[config.mk]
export PLATFORM = sky130hd
export DESIGN_NAME = serial_addsub
export DESIGN_NICKNAME = d
export VERILOG_FILES = /design/src/rtl/serial_addsub_pkg.sv /design/src/rtl/addsub_cell.sv /design/src/rtl/serial_addsub.sv
export SDC_FILE = /design/constraint.sdc
export NUM_CORES = 1
export LEC_CHECK = 0
export ABC_AREA = 1
export CAP_MARGIN = 20
export CORE_MARGIN = 2
export CORE_UTILIZATION = 44
export DETAILED_ROUTE_END_ITERATION = 8
export PLACE_DENSITY = 0.73
export SLEW_MARGIN = 20
export SYNTH_ARGS = -nofsm -noshare
export SYNTH_HDL_FRONTEND = slang
export SYNTH_SLANG_ARGS = --single-unit
[constraint.sdc]
create_clock -name clk -period 1.2 [get_ports clk]
set_clock_uncertainty 0.1 [all_clocks]
set_input_delay 0.3 -clock clk [delete_from_list [all_inputs] [get_ports clk]]
set_output_delay 0.3 -clock clk [all_outputs]
set_load 0.005 [all_outputs]
[src/rtl/serial_addsub_pkg.sv]
// serial_addsub_pkg: shared state and mode encodings for the bit-serial adder/subtractor
package serial_addsub_pkg;
  typedef enum logic [1:0] {
    ST_IDLE = 2'd0,
    ST_RUN  = 2'd1,
    ST_DONE = 2'd2
  } state_e;
  localparam logic MODE_ADD = 1'b0;
  localparam logic MODE_SUB = 1'b1;
endpackage

[src/rtl/addsub_cell.sv]
// addsub_cell: combinational 1-bit full adder (mode=0) / full subtractor (mode=1)
module addsub_cell
  import serial_addsub_pkg::*;
(
  input  logic x,
  input  logic y,
  input  logic cin,
  input  logic mode,
  output logic s,
  output logic cout_bit
);
  assign s = x ^ y ^ cin;
  assign cout_bit = (mode == MODE_SUB) ? ((~x & y) | (~x & cin) | (y & cin))
                                       : ((x & y) | (x & cin) | (y & cin));
endmodule

[src/rtl/serial_addsub.sv]
// serial_addsub: LSB-first bit-serial add/sub, one bit per clock through a single cell.
// Define SERIAL_ADDSUB_OVF_EN to add the registered signed-overflow output ovf.
module serial_addsub
  import serial_addsub_pkg::*;
#(
  parameter int WIDTH = 8
) (
  input  logic             clk,
  input  logic             rst_n,
  input  logic             start,
  input  logic             mode,
  input  logic [WIDTH-1:0] a,
  input  logic [WIDTH-1:0] b,
  output logic             busy,
  output logic             done,
  output logic [WIDTH-1:0] result,
`ifdef SERIAL_ADDSUB_OVF_EN
  output logic             ovf,
`endif
  output logic             cout
);
  localparam int CW = $clog2(WIDTH + 1);
  state_e           state_q;
  logic [WIDTH-1:0] a_q, b_q, res_q;
  logic [CW-1:0]    cnt_q;
  logic             c_q, mode_q, busy_q, done_q, cout_q;
  logic             s_d, c_d;
  addsub_cell u_cell (
    .x       (a_q[0]),
    .y       (b_q[0]),
    .cin     (c_q),
    .mode    (mode_q),
    .s       (s_d),
    .cout_bit(c_d)
  );
`ifdef SERIAL_ADDSUB_OVF_EN
  logic am_q, bm_q, ovf_q, ovf_d;
  // the last bit processed is the result MSB, so s_d is the sign of the result here
  assign ovf_d = ((am_q ^ bm_q) == mode_q) & (s_d ^ am_q);
  assign ovf   = ovf_q;
`endif
  always_ff @(posedge clk) begin
    if (!rst_n) begin
      state_q <= ST_IDLE;
      a_q     <= '0;
      b_q     <= '0;
      res_q   <= '0;
      cnt_q   <= '0;
      c_q     <= 1'b0;
      mode_q  <= MODE_ADD;
      busy_q  <= 1'b0;
      done_q  <= 1'b0;
      cout_q  <= 1'b0;
`ifdef SERIAL_ADDSUB_OVF_EN
      am_q    <= 1'b0;
      bm_q    <= 1'b0;
      ovf_q   <= 1'b0;
`endif
    end else begin
      case (state_q)
        ST_IDLE, ST_DONE: begin
          done_q <= 1'b0;
          if (start) begin
            a_q     <= a;
            b_q     <= b;
            mode_q  <= mode;
            c_q     <= 1'b0;
            cnt_q   <= CW'(WIDTH);
            busy_q  <= 1'b1;
            state_q <= ST_RUN;
`ifdef SERIAL_ADDSUB_OVF_EN
            am_q    <= a[WIDTH-1];
            bm_q    <= b[WIDTH-1];
`endif
          end else begin
            state_q <= ST_IDLE;
          end
        end
        ST_RUN: begin
          res_q <= {s_d, res_q[WIDTH-1:1]};
          a_q   <= a_q >> 1;
          b_q   <= b_q >> 1;
          c_q   <= c_d;
          cnt_q <= cnt_q - CW'(1);
          if (cnt_q == CW'(1)) begin
            state_q <= ST_DONE;
            done_q  <= 1'b1;
            busy_q  <= 1'b0;
            cout_q  <= c_d;
`ifdef SERIAL_ADDSUB_OVF_EN
            ovf_q   <= ovf_d;
`endif
          end
        end
        default: state_q <= ST_IDLE;
      endcase
    end
  end
  assign busy   = busy_q;
  assign done   = done_q;
  assign result = res_q;
  assign cout   = cout_q;
endmodule

==> summary.txt, run 1 <==
Status
  • Run status: complete, but fails checks
  • Failing checks: setup timing

Floorplanning
  • Num rows: 20
  • Initial Util: 47.0%
  • Core ar.: 0.00308 mm2
  • Die area: 0.00376 mm2
  • Die Ht: 61.3 um
  • Boundary Pins: 31
  • Width of the die: 61.3 um

Power
  • Tot Pwr: 2.67 mW
  • Seq pwr share: 49.9%
  • Switching pwr: 761 uW
  • P_leak: 0.846 nW
  • Power Density: 1300 mW/mm2
  • VDD IR max: 0.926 mV
  • Clk pwr share: 27.9%
  • Pint: 1.91 mW
  • Power share of the combinational group: 22.1%
  • Switching part of the total: 28.5%

GRT
  • Gr ovfl total: 0
  • Largest net degree at the start of global routing: 19
  • Initial antenna violation count: 0
  • Vias in the first global route: 1,324
  • First-pass GRT wire length: 5430 um
  • Total Routing Usage GR: 19.7%

Detailed routing
  • Post-route ant nets: 0
  • DR iter-0 viols: 47
  • DRC violations left: 0
  • Drt pass-1 iters: 5
  • Wirelength per Cell: 12.2 um
  • Total wire length: 3470 um
  • Vias per inst: 5.05
  • DR vias: 1,433

Logic synthesis
  • Synth Register Bits: 35
  • Sequential area share after synthesis: 48.4%
  • Cells after Synth: 189
  • Mean area per synthesized cell: 7.65 um2
  • Net Count, Synth: 213
  • Yosys cell types: 23
  • Mapped cell area: 0.00145 mm2
  • Ys Warns: 0

Min path
  • Min-delay worst type: reg2reg
  • WHS Endpoint: cout$_SDFFE_PN0P_
  • Hold wc startpoint: cout$_SDFFE_PN0P_
  • Hold Crit Depth: 2

Place
  • DP Worst Slack: -0.370 ns
  • Cell Count Post-Placement: 274
  • IO buf count: 30
  • Post-detail-place hpwl: 2270 um
  • Gpl congestion: 0.876

Critical path
  • Critical path's slowest cell: dfxtp_2
  • CP Max Fanout: 4
  • Cells along the critical path: inv_4 > ha_4 > nand2_2 > o21ai_2 > nand2_2 > nor2_2 > nand2_1 > nand2_1
  • Setup slack, reg-to-reg: -0.04 ns
  • Reg2reg end: cout$_SDFFE_PN0P_
  • Worst path required time: 1.40 ns
  • Worst r2r path cells: 8
  • Reg-to-reg startpoint: cnt_q[1]$_SDFFE_PN0P_
  • Worst EP arrival: 1.44 ns
  • CP max stage delay: 0.34 ns
  • Worst setup SP type: register
  • Worst setup path category: reg2reg
  • CP endpoint kind: register

STA
  • Slew headroom: 85.7%
  • Final TNS setup: -0.0521 ns
  • Finish-stage setup viols: 5
  • Slew Limit Fails: 0
  • Period minus WS final: 1.24 ns
  • Max Clock Freq: 806 MHz
  • Post-route worst setup slack: -0.0412 ns
  • Worst Tran Pin Value: 0.214 ns
  • RSZ-0062 raised after global routing: true
  • Fin crit share: 103%
  • Final Hold Viols: 0

Clock tree
  • CTS tree: yes
  • Worst skew pair latency: 0.35 ns
  • Bufs on Longest Clock Path: 2
  • Cts-stage hold buffer count: 0
  • H-tree depth: 2
  • Reg clk slew, reported paths: 0.11 ns
  • Sink Count: 35
  • Num CTS Buffers: 5
  • Clock Root Buffer: clkbuf_4

Cells and area
  • Util after Layout: 66.6%
  • Most common cell after layout, fill and taps aside: nand2_1
  • Filler cells: 268
  • Layout cells sized above 1: 31.3%
  • Fin nets: 263
  • Multi-input logic area: 702 um2
  • Layout area overhead: 41.8%
  • Final Instance Count excl. Fillers: 284
  • Register area: 721 um2
  • Antenna diodes: 0
  • Most frequent cells in the layout: nand2_1 (60), nor2_1 (20), dfxtp_1 (19), clkdlybuf4s50_1 (19), buf_4 (18)

Job
  • Max Cap Viol: 0
-- kinds of logic after synthesis --
logic type / Yosys count / share of synthesized area, %
simple gates: 92 / 25.5
fa+ha+maj: 4 / 3.46
compound gates: 37 / 14.4
flops: 35 / 48.4
buf+inv: 20 / 7.61
xor+xnor: 1 / 0.606
-- registers in the layout (all words and copies together), names as in the netlist --
signal,flops
a_q,8
b_q,8
busy,1
c_q,1
cnt_q,4
cout,1
done,1
mode_q,1
result,8
state_q,2
-- layout make-up --
class | count | area share [%]
Multi-Input combinational cell | 134 | 34.2
Inverter | 12 | 3.05
Clock buffer | 8 | 3.36
Sequential cell | 35 | 35.1
Timing Repair Buffer | 51 | 21.5
Tap cell | 44 | 2.68
-- layer usage --
| layer | vias to the layer above | routed length, um | share of wire, % | track usage (%) |
|---|---|---|---|---|
| li1 | 711 | - | - | - |
| met1 | 655 | 1470 | 42 | 22.8 |
| met2 | 48 | 1730 | 50 | 34.0 |
| met3 | 19 | 150 | 4.3 | 3.78 |
| met4 | 0 | 118 | 3.4 | 10.6 |
| met5 | - | 0 | 0 | 0 |
-- stage by stage --
stage               hold WS (ns)  area, um2
CTS                        0.364       1940
finish                     0.364       2050
floorplan                  0.338       1450
detailed placement         0.364       1900
global route               0.402       2050
global placement           0.349       1900
-- cell usage after synthesis, drive strengths merged --
cell / number / share of area [%]
nor3: 1 / 0.35
xnor2: 1 / 0.61
inv: 12 / 3.6
clkbuf: 3 / 0.78
nand3: 2 / 0.69
buf: 5 / 3.2
o22ai: 1 / 0.43
nand2: 67 / 19
o21ai: 13 / 4.8
nor2: 22 / 5.9
a31oi: 14 / 6.1
ha: 4 / 3.5
dfxtp: 35 / 48
a21oi: 9 / 3.1
-- worst max-delay path, delay by kind of cell (launching register included) --
| family | cells | cell delay [ns] |
|---|---|---|
| and+or+nand+nor | 5 | 0.38 |
| DFF | 1 | 0.34 |
| AOI/OAI and AO/OA | 1 | 0.17 |
| adders and majority gates | 1 | 0.13 |
| buffers and inverters | 1 | 0.07 |
-- worst max-delay path by stage --
| stage | startpoint | endpoint | slack [ns] | cells after the start |
|---|---|---|---|---|
| 6_report | cnt_q[1]$_SDFFE_PN0P_ | cout$_SDFFE_PN0P_ | -0.04 | 8 |
| 4_1_cts | result[7]$_SDFFE_PN0P_ | result[7] | -0.02 | 1 |
| 3_3_place_gp | start | b_q[0]$_SDFFE_PN0P_ | -0.34 | 5 |
| 5_1_grt | cnt_q[1]$_SDFFE_PN0P_ | cout$_SDFFE_PN0P_ | -0.15 | 8 |
| 3_5_place_dp | start | a_q[2]$_SDFFE_PN0P_ | -0.37 | 5 |
| 2_1_floorplan | cnt_q[1]$_SDFFE_PN0P_ | cout$_SDFFE_PN0P_ | 0.07 | 8 |
-- power by group through the flow --
stage / Combinational (mW) / Sequential, mW / Clock (mW)
2_1_floorplan: 0.292 / 1.34 / 0
3_3_place_gp: 0.534 / 1.34 / 0
3_5_place_dp: 0.554 / 1.34 / 0
4_1_cts: 0.534 / 1.32 / 0.763
5_1_grt: 0.654 / 1.35 / 0.792
6_report: 0.592 / 1.33 / 0.746
-- what timing repair did --
item	in CTS	in global routing
gates resized for setup	60	24
gates cloned	0	0
pin swaps	0	12
buffers inserted	1	2
setup endpoints to repair	15	28
Power figures use the tool's default switching activity.
==> run 2: changes to the inputs <==
--- a/config.mk
+++ b/config.mk
@@ -9,8 +9,10 @@
 export CAP_MARGIN = 20
 export CORE_MARGIN = 2
 export CORE_UTILIZATION = 44
+export CTS_CLUSTER_SIZE = 28
 export DETAILED_ROUTE_END_ITERATION = 8
 export PLACE_DENSITY = 0.73
+export REMOVE_ABC_BUFFERS = 1
 export SLEW_MARGIN = 20
 export SYNTH_ARGS = -nofsm -noshare
 export SYNTH_HDL_FRONTEND = slang
==> run 2 against run 1 <==
Compared with the run above:
- the flow still finishes with violations (setup timing)
- count of clock-buffer cells in the layout down 2
- worst setup slack improved by 0.021 ns
- final area grew 3.1%
- critical endpoint unchanged
- largest power group unchanged
==> summary.txt, run 2 (synthesis results as in run 1) <==
Clock tree
  • H-tree depth: 2 (unchanged)
  • Sink Count: 35 (unchanged)
  • Num CTS Buffers: 5 (unchanged)
  • Cts-stage hold buffer count: 0 (unchanged)
  • Clock Root Buffer: clkbuf_4
  • Reg clk slew, reported paths: 0.11 ns (about the same)
  • CTS tree: yes
  • Worst skew pair latency: 0.34 ns (about the same)
  • Bufs on Longest Clock Path: 2 (unchanged)

Detailed routing
  • DR iter-0 viols: 30 (-36%)
  • Wirelength per Cell: 11.4 um (-6.8%)
  • Vias per inst: 4.79 (-5.1%)
  • Drt pass-1 iters: 4 (-1)
  • Post-route ant nets: 0 (unchanged)
  • DR vias: 1,355 (-5.4%)
  • Total wire length: 3220 um (-7.1%)
  • DRC violations left: 0 (unchanged)

Critical path
  • CP Max Fanout: 4 (unchanged)
  • Worst setup path category: reg2reg
  • CP endpoint kind: register
  • CP max stage delay: 0.33 ns (about the same)
  • Critical path's slowest cell: dfxtp_2
  • Cells along the critical path: inv_2 > ha_4 > nand2_4 > o21ai_4 > nand2_2 > nor2_2 > nand2_1 > nand2_1
  • Worst setup SP type: register
  • Worst path required time: 1.39 ns (about the same)
  • Most used cell, CP: nand2_1
  • Worst EP arrival: 1.41 ns (-0.03 ns)

Floorplanning
  • Width of the die: 61.3 um (unchanged)
  • Initial Util: 47.0% (unchanged)
  • Die area: 0.00376 mm2 (unchanged)
  • Core ar.: 0.00308 mm2 (unchanged)
  • Die Ht: 61.3 um (unchanged)
  • Boundary Pins: 31 (unchanged)
  • Num rows: 20 (unchanged)

Status
  • Failing checks: setup timing
  • Run status: complete, but fails checks

Place
  • Gpl congestion: 0.779 (-11%)
  • IO buf count: 30 (unchanged)
  • Post-detail-place hpwl: 2170 um (-4.2%)

Power
  • Switching part of the total: 25.4% (-3.0 points)
  • Pint: 2.22 mW (+16%)
  • P_leak: 0.862 nW (+2.0%)
  • Seq pwr share: 44.9% (-5.0 points)
  • Tot Pwr: 2.98 mW (+11%)
  • Power share of the combinational group: 20.0% (-2.1 points)
  • Clk pwr share: 35.1% (+7.2 points)
  • Switching pwr: 758 uW (-0.38%)
  • VDD IR max: 0.809 mV (-13%)
  • Power Density: 1410 mW/mm2 (+8.1%)

GRT
  • Total Routing Usage GR: 18.4% (-1.2 points)
  • Largest net degree at the start of global routing: 19 (unchanged)
  • First-pass GRT wire length: 5090 um (-6.4%)
  • Initial antenna violation count: 0 (unchanged)
  • Vias in the first global route: 1,205 (-9.0%)
  • Gr ovfl total: 0 (unchanged)

Cells and area
  • Filler cells: 253 (-5.6%)
  • Most common cell after layout, fill and taps aside: nand2_1
  • Layout cells sized above 1: 33.5% (+2.2 points)
  • Antenna diodes: 0 (unchanged)
  • Fin nets: 262 (-0.38%)
  • Layout area overhead: 46.1%
  • Most frequent cells in the layout: nand2_1 (59), nor2_1 (20), dfxtp_1 (19), clkdlybuf4s50_1 (19), buf_4 (16)

Min path
  • Min-delay worst type: reg2reg

STA
  • Slew headroom: 84.9% (-0.80 points)
  • Post-route worst setup slack: -0.0199 ns (+0.0213 ns)
  • Finish-stage setup viols: 1 (-4)
  • RSZ-0062 raised after global routing: true
  • Worst Tran Pin Value: 0.226 ns (+0.0120 ns)
  • Slew Limit Fails: 0 (unchanged)
  • Max Clock Freq: 820 MHz (+1.7%)
  • Period minus WS final: 1.22 ns (-0.0213 ns)
  • Final Hold Viols: 0 (unchanged)
  • Final TNS setup: -0.0199 ns (+0.0322 ns)
  • Fin crit share: 102% (-1.8 points)

Job
  • Max Cap Viol: 0 (unchanged)
[run 2: changes by cell type in the layout (fill, tap and decap cells not counted), sizes merged]
cell,delta
inv,-1
bufinv,+2
clkinv,+1
buf,-1
clkbuf,-2
[run 2: critical path, delay by kind of cell (launching register included)]
kind            cells  cell delay (ns)
compound gates      1             0.14
flops               1             0.33
fa+ha+maj           1             0.14
buf+inv             1             0.08
simple gates        5             0.36
[run 2: area by class of cell]
cell class | count | area, um2 | share of cell area (%)
multi-input combinational | 134 | 728 | 34.5
sequential | 35 | 726 | 34.3
timing repair buffer | 50 | 438 | 20.7
inverter | 12 | 65.1 | 3.08
clock inverter | 2 | 60.1 | 2.84
tap | 44 | 55.1 | 2.61
clock buffer | 6 | 41.3 | 1.95
[run 2: what timing repair did]
item | 4_1_cts | 5_1_grt
endpoints found under the setup margin | 22 | 36
hold endpoints to repair | 0 | 0
gates cloned | 0 | 0
pin swaps | 5 | 13
resized for setup | 67 | 29
setup buffers | 1 | 1
[run 2: worst paths after layout]
path	slack, ns	cells past startpoint	to	startpoint
setup / recovery	-0.02	8	cout$_SDFFE_PN0P_	cnt_q[1]$_SDFFE_PN0P_
hold / removal	0.37	2	b_q[7]$_SDFFE_PN0P_	b_q[7]$_SDFFE_PN0P_
setup reg to reg	-0.02	8	cout$_SDFFE_PN0P_	cnt_q[1]$_SDFFE_PN0P_
hold reg to reg	0.37	2	b_q[7]$_SDFFE_PN0P_	b_q[7]$_SDFFE_PN0P_
[run 2: power by group through the flow]
stage / sequential, mW / clock, mW / combinational, mW
finish: 1.34 / 1.04 / 0.597
global route: 1.35 / 1.12 / 0.658
CTS: 1.33 / 1.07 / 0.533
detailed placement: 1.34 / 0 / 0.540
global placement: 1.34 / 0 / 0.525
floorplan: 1.34 / 0 / 0.255
[run 2: metal layers]
metal  track usage [%]  vias to the layer above  share of wire (%)
met4              7.29                        0                1.5
met1              21.5                      614                 44
li1                  -                      707                  -
met3              6.30                        7                5.3
met5                 0                        -                  0
met2              31.2                       27                 49
[run 2: per-stage QoR]
step	std cells	cell area, um2	setup slack, ns	util [%]	hold WS [ns]
floorplan	181	1390	-0.0549	-	0.326
global placement	273	1890	-0.355	61.5	0.349
detailed placement	273	1890	-0.398	61.5	0.359
CTS	282	2000	-0.0127	64.9	0.364
global route	283	2110	-0.123	68.7	0.401
finish	283	2110	-0.0199	68.7	0.374
==> run 3: changes to the inputs <==
--- a/config.mk
+++ b/config.mk
@@ -6,10 +6,9 @@
 export NUM_CORES = 1
 export LEC_CHECK = 0
 export ABC_AREA = 1
-export CAP_MARGIN = 20
 export CORE_MARGIN = 2
 export CORE_UTILIZATION = 44
-export CTS_CLUSTER_SIZE = 28
+export CTS_CLUSTER_SIZE = 8
 export DETAILED_ROUTE_END_ITERATION = 8
 export PLACE_DENSITY = 0.73
 export REMOVE_ABC_BUFFERS = 1
==> results of run 3 <==
The final DEF is identical to that of run 2; final timing and power are the same.
